## src/rtl/wb_arbiter.sv

```systemverilog
// ---------------------------------------------------------------------------
// wb_arbiter
//   Shares the register file's single write port between the ALU and the
//   load unit. Round-robin grant on valid/ready. The winning write is
//   registered so rf_write/rf_rdst/rf_data are stable ahead of the
//   register file's negedge capture. Also tracks a per-register busy
//   scoreboard used by the issue stage for hazard checks.
//
// Ports
//   clk, rst_n                  clock, asynchronous active-low reset
//   wb_stall                    suppresses all grants this cycle
//   alu_valid/rdst/data, alu_ready   ALU writeback request / grant
//   mem_valid/rdst/data, mem_ready   load writeback request / grant
//   claim_valid, claim_rdst     issue stage reserves a destination register
//   rf_write, rf_rdst, rf_data  registered write to the register file
//   busy                        bit n set while a write to rn is outstanding
//   claim_conflict              one-cycle pulse: claim hit an already-busy reg
// ---------------------------------------------------------------------------
module wb_arbiter #(
    parameter int REGWIDTH  = 4,
    parameter int DATAWIDTH = 16
) (
    input  logic                   clk,
    input  logic                   rst_n,
    input  logic                   wb_stall,
    input  logic                   alu_valid,
    input  logic [REGWIDTH-1:0]    alu_rdst,
    input  logic [DATAWIDTH-1:0]   alu_data,
    output logic                   alu_ready,
    input  logic                   mem_valid,
    input  logic [REGWIDTH-1:0]    mem_rdst,
    input  logic [DATAWIDTH-1:0]   mem_data,
    output logic                   mem_ready,
    input  logic                   claim_valid,
    input  logic [REGWIDTH-1:0]    claim_rdst,
    output logic                   rf_write,
    output logic [REGWIDTH-1:0]    rf_rdst,
    output logic [DATAWIDTH-1:0]   rf_data,
    output logic [2**REGWIDTH-1:0] busy,
    output logic                   claim_conflict
);

    localparam int NREG = 2**REGWIDTH;

    typedef enum logic {
        GRANT_ALU = 1'b0,
        GRANT_MEM = 1'b1
    } grant_t;

    grant_t                 last_grant_reg;
    logic                   rf_write_reg;
    logic [REGWIDTH-1:0]    rf_rdst_reg;
    logic [DATAWIDTH-1:0]   rf_data_reg;
    logic [NREG-1:0]        busy_reg;
    logic [NREG-1:0]        busy_next;
    logic                   claim_conflict_reg;

    logic                   alu_hs;
    logic                   mem_hs;
    logic                   any_hs;
    logic [REGWIDTH-1:0]    win_rdst;
    logic [DATAWIDTH-1:0]   win_data;
    logic                   conflict_next;

    // Grant: a lone requester always wins; on contention the side that did
    // not win last time goes. Both readies are forced low during a stall.
    always_comb begin
        alu_ready = 1'b0;
        mem_ready = 1'b0;
        if (!wb_stall) begin
            if (alu_valid && mem_valid) begin
                alu_ready = (last_grant_reg == GRANT_MEM);
                mem_ready = (last_grant_reg == GRANT_ALU);
            end else begin
                alu_ready = alu_valid;
                mem_ready = mem_valid;
            end
        end
    end

    assign alu_hs   = alu_valid & alu_ready;
    assign mem_hs   = mem_valid & mem_ready;
    assign any_hs   = alu_hs | mem_hs;
    assign win_rdst = alu_hs ? alu_rdst : mem_rdst;
    assign win_data = alu_hs ? alu_data : mem_data;

    // Per-register busy bits. The set term is ORed in after the clear so a
    // claim and a writeback to the same register in one cycle leaves it busy.
    // r0 is hard-wired idle: its writes never retire anything and claims to
    // it are meaningless.
    genvar gi;
    generate
        for (gi = 0; gi < NREG; gi++) begin : g_busy
            if (gi == 0) begin : g_r0
                assign busy_next[gi] = 1'b0;
            end else begin : g_rn
                logic set_bit;
                logic clr_bit;
                assign set_bit       = claim_valid && (claim_rdst == REGWIDTH'(gi));
                assign clr_bit       = any_hs && (win_rdst == REGWIDTH'(gi));
                assign busy_next[gi] = set_bit | (busy_reg[gi] & ~clr_bit);
            end
        end
    endgenerate

    // A claim is only a conflict if the register stays busy through this
    // edge, i.e. it is not being retired by the same-cycle writeback.
    assign conflict_next = claim_valid && (claim_rdst != '0) && busy_reg[claim_rdst]
                           && !(any_hs && (win_rdst == claim_rdst));

    always_ff @(posedge clk or negedge rst_n) begin
        if (!rst_n) begin
            last_grant_reg     <= GRANT_MEM;
            rf_write_reg       <= 1'b0;
            rf_rdst_reg        <= '0;
            rf_data_reg        <= '0;
            busy_reg           <= '0;
            claim_conflict_reg <= 1'b0;
        end else begin
            rf_write_reg       <= any_hs && (win_rdst != '0);
            busy_reg           <= busy_next;
            claim_conflict_reg <= conflict_next;
            if (any_hs) begin
                last_grant_reg <= alu_hs ? GRANT_ALU : GRANT_MEM;
                rf_rdst_reg    <= win_rdst;
                rf_data_reg    <= win_data;
            end
        end
    end

    assign rf_write       = rf_write_reg;
    assign rf_rdst        = rf_rdst_reg;
    assign rf_data        = rf_data_reg;
    assign busy           = busy_reg;
    assign claim_conflict = claim_conflict_reg;

endmodule
```

## config.mk

```make
export PLATFORM = sky130hd
export DESIGN_NAME = wb_arbiter
export DESIGN_NICKNAME = d
export VERILOG_FILES = /design/src/rtl/wb_arbiter.sv
export SDC_FILE = /design/constraint.sdc
export NUM_CORES = 1
export LEC_CHECK = 0
export CORE_UTILIZATION = 35
export CTS_CLUSTER_SIZE = 10
export DETAILED_ROUTE_END_ITERATION = 8
export HOLD_SLACK_MARGIN = 0.02
export MAX_ROUTING_LAYER = met4
export PLACE_DENSITY_LB_ADDON = 0.12
export SLEW_MARGIN = 20
export SYNTH_ARGS = -nofsm -noshare
export SYNTH_HDL_FRONTEND = slang
export SYNTH_SLANG_ARGS = --single-unit
```

## constraint.sdc

```tcl
create_clock -name clk -period 2.1 [get_ports clk]
set_input_delay 0.315 -clock clk [delete_from_list [all_inputs] [get_ports clk]]
set_output_delay 0.315 -clock clk [all_outputs]
set_load 0.02 [all_outputs]
```

==> Implementation_results.wiki <==
{| class="wikitable"
! Metric !! Value
|-
| Mapped Cells || 233
|-
| Clock power share || 24.6%
|-
| Maximum cell stage delay along the critical path || ~570 ps
|-
| Crit. End Element || output port
|-
| RSZ-0062 raised after global routing || no
|-
| Total power || 2.572 mW
|-
| Part of the Yosys area used for sequential elements || between 40 and 50%
|-
| Total negative slack || 0 ps
|-
| Core area || approximately 5600 µm²
|-
| Critical Path Source Type || flop
|-
| Initial core utilization || 37.30%
|-
| Setup slack after placement || -54.89 ps
|-
| Ant. Diodes || 0
|-
| TritonCTS clock tree || built
|-
| Yosys Warn Count || 0
|-
| I/O pins || 90
|-
| # DRC || 0
|-
| Number of buffers created by CTS || 5
|-
| Worst-case hold slack || 424.8 ps
|-
| Topmost layer with routed signal wires || met4
|-
| Number of distinct library cells after synthesis || 48
|-
| Data arrival at the endpoint of the critical path || between 1500 and 2000 ps
|-
| Cell with the largest stage delay on the worst path || dfstp_2
|-
| Global Route Usage Sum || about 21%
|-
| Cell Pwr Density || 769.0 nW/µm²
|-
| Via count of the first global-routing pass || 2033
|-
| Mean instance size in the synthesized netlist || 9.032 µm²
|-
| Crit path cell chain || nand2b_4 > nand2_4 > inv_1 > dlygate4sd2_1
|-
| Kind of cell with the highest combined delay on the critical path || flip-flops
|-
| Post-Route Utilization || 59.28%
|-
| Layout Skew || between 6 and 7 ps
|-
| Synthesis-stage register bit count || 38
|-
| Synthesized cell area || 2105 µm²
|-
| H-tree level count || 2
|-
| Static Leakage || ~1.4 nW
|-
| Tightest Pin Transition || 665.3 ps
|-
| Max reg flops || 16
|-
| Worst setup path category || flop to output port
|-
| Via/cell ratio || between 5 and 6
|-
| Async set-or-reset flop fraction in the synthesized netlist || 100.0%
|-
| Worst slew margin || 54.38%
|-
| Area delta synth->final || 58.92%
|-
| Number of enable flip-flop cells after synthesis || 0
|-
| Final weighted congestion in routability-driven placement || 0.9240
|-
| CTS root buffer || clkbuf_8
|-
| Half-perimeter wire length after placement || 4932 µm
|-
| Total of fill cells in the finished design || 512
|-
| Seq pwr share || 37.9%
|-
| Number of slew-limit violations in the final report || 0
|-
| Width of the die || between 70 and 80 µm
|-
| Sinks on the clock net || 38
|-
| Cell Count Post-Placement || 409
|-
| Total detailed-routing wirelength || roughly 6300 µm
|-
| Syn Nets || about 280
|-
| Initial DRC count || 136
|-
| Pint || 1.723 mW
|-
| Count of buffers from port buffering || 88
|-
| Vias || 2164
|-
| Critical Path RT || approximately 1800 ps
|-
| Placement-stage cell area || 3223 µm²
|-
| Global-route wire length before repair || 10010 µm
|-
| Gr ovfl total || 0
|-
| Most frequent cells in the layout || 85 x clkdlybuf4s50_1, 45 x nand2_1, 37 x dfrtp_1
|-
| Main synth FF type || dfrtp_1
|-
| Min setup slack post-route || between 200 and 250 ps
|-
| Time the final worst path needs with I/O delays and setup || 1859 ps
|-
| Max capacitance violation total || 0
|-
| Initial antenna violation count || 0
|-
| Fmax achieved || roughly 540 MHz
|-
| Setup Fix Bufs, Post-CTS || 0
|-
| Switching share of power || 33.02%
|-
| Logic gate share of total power || 37.5%
|-
| Die extent in y || 79.54 µm
|-
| Max Buffers Root-to-Sink || 2
|-
| Cell Rows || 27
|-
| Layout Cells excl Fill || 418
|-
| Routed wire per std cell || 15.04 µm
|-
| Post-DRT Antenna Nets || 0
|-
| Total die area || roughly 6300 µm²
|-
| Non-Filler Cell Area, Final || approximately 3300 µm²
|-
| Result of the run || complete, no violations
|-
| Length of routed met2 wiring || 3021 µm
|-
| Share of final-layout standard cells stronger than drive strength 1 || 14.16%
|-
| TritonRoute pass-1 iters || 4
|-
| Count of buffering cells on the critical path with inverters included || 2
|-
| Psw || approximately 850 µW
|-
| Most common library cell in the layout ignoring fill and taps || clkdlybuf4s50_1
|-
| Metal-1 WL || about 2800 µm
|-
| Maximum vdd drop || 0.0003363 V
|-
| Metal3 WL || 392 µm
|-
| Tcrit/Tclk final || 88.53%
|-
| Highest net fanout along the worst path || 4
|-
| Clock-pin transition on the worst setup and hold timing paths || 80 ps
|-
| Number of failing setup endpoints in the final timing report || 0
|-
| Largest net degree at the start of global routing || 35
|-
| Final hold violations || 0
|-
| Clock insertion delay at the later pin of the skew report || 300 ps
|-
| Hold WC Path Type || primary input to async pin
|-
| Number of nets in the layout || 395
|}
[kinds of logic (layout without fill, tap and decap cells)]
family | after synthesis | count (layout) | share of synthesized area, %
buf+inv | 17 | 130 | 4.578
xor+xnor | 2 | 2 | 0.8325
simple gates | 96 | 96 | 21.11
flops | 38 | 38 | 45.24
mux | 12 | 12 | 7.610
compound gates | 67 | 67 | 20.45
other cells | 1 | 1 | 0.1782
[what timing repair did]
action	CTS	global route
endpoints found under the hold margin	11	0
hold buffers	1	0
gates resized for setup	2	0
setup endpoints to repair	2	0
[cells in the mapped netlist, drive strengths merged, types with 2 or more instances]
library cell  instances  area share (%)
mux2i                 7             3.3
nor2                 26             4.8
nor3                  2            0.48
nand2b                6             2.1
buf                   6             2.6
mux4                  2             2.3
nand2                46             8.6
a31oi                17             5.1
nand3                 4            0.95
o31ai                 9             3.2
nor4                  3            0.89
dfrtp                37              44
inv                   3            0.54
o41ai                 6             2.9
mux2                  3             2.0
o21ai                21             5.0
clkbuf                8             1.5
nor2b                 3             1.2
a21oi                 7             1.7
[area by class of cell]
cell class	instances	area, µm²	area share [%]
clock buffer	5	68.82	2.058
clock inverter	3	45.04	1.347
inverter	3	11.26	0.3367
multi-input combinational	178	1056	31.57
sequential	38	952.2	28.47
tap	72	90.09	2.694
timing repair buffer	119	1121	33.52
[routing by layer]
layer	global-route usage (%)	up-vias
met5	-	-
met4	6.182	0
met3	4.800	9
met2	33.25	80
met1	27.99	1011
li1	-	1064
[final timing paths]
path / start / endpoint / slack (ps) / cells after the start
worst max-delay path: last_grant_reg$_DFFE_PN1P_ / alu_ready / 240 / 4
worst min-delay path: rst_n / rf_data[14]$_DFFE_PN0P_ / 420 / 2
worst max register to register: last_grant_reg$_DFFE_PN1P_ / busy[9]$_DFF_PN0_ / 270 / 6
worst min register to register: rf_rdst[2]$_DFFE_PN0P_ / rf_rdst[2]$_DFFE_PN0P_ / 480 / 2
max in group asynchronous: rst_n / last_grant_reg$_DFFE_PN1P_ / 1130 / 3
min in group clk: rf_rdst[2]$_DFFE_PN0P_ / rf_rdst[2]$_DFFE_PN0P_ / 480 / 2
[power groups by stage]
| stage | combinational, mW | sequential [mW] | clock, mW |
|---|---|---|---|
| floorplan | 0.298 | 1.13 | 0 |
| global placement | 0.962 | 0.987 | 0 |
| detailed placement | 0.968 | 0.988 | 0 |
| CTS | 0.971 | 0.975 | 0.648 |
| global route | 1.04 | 0.991 | 0.682 |
| finish | 0.964 | 0.975 | 0.632 |
No activity file was read; power rests on OpenSTA's default activity.
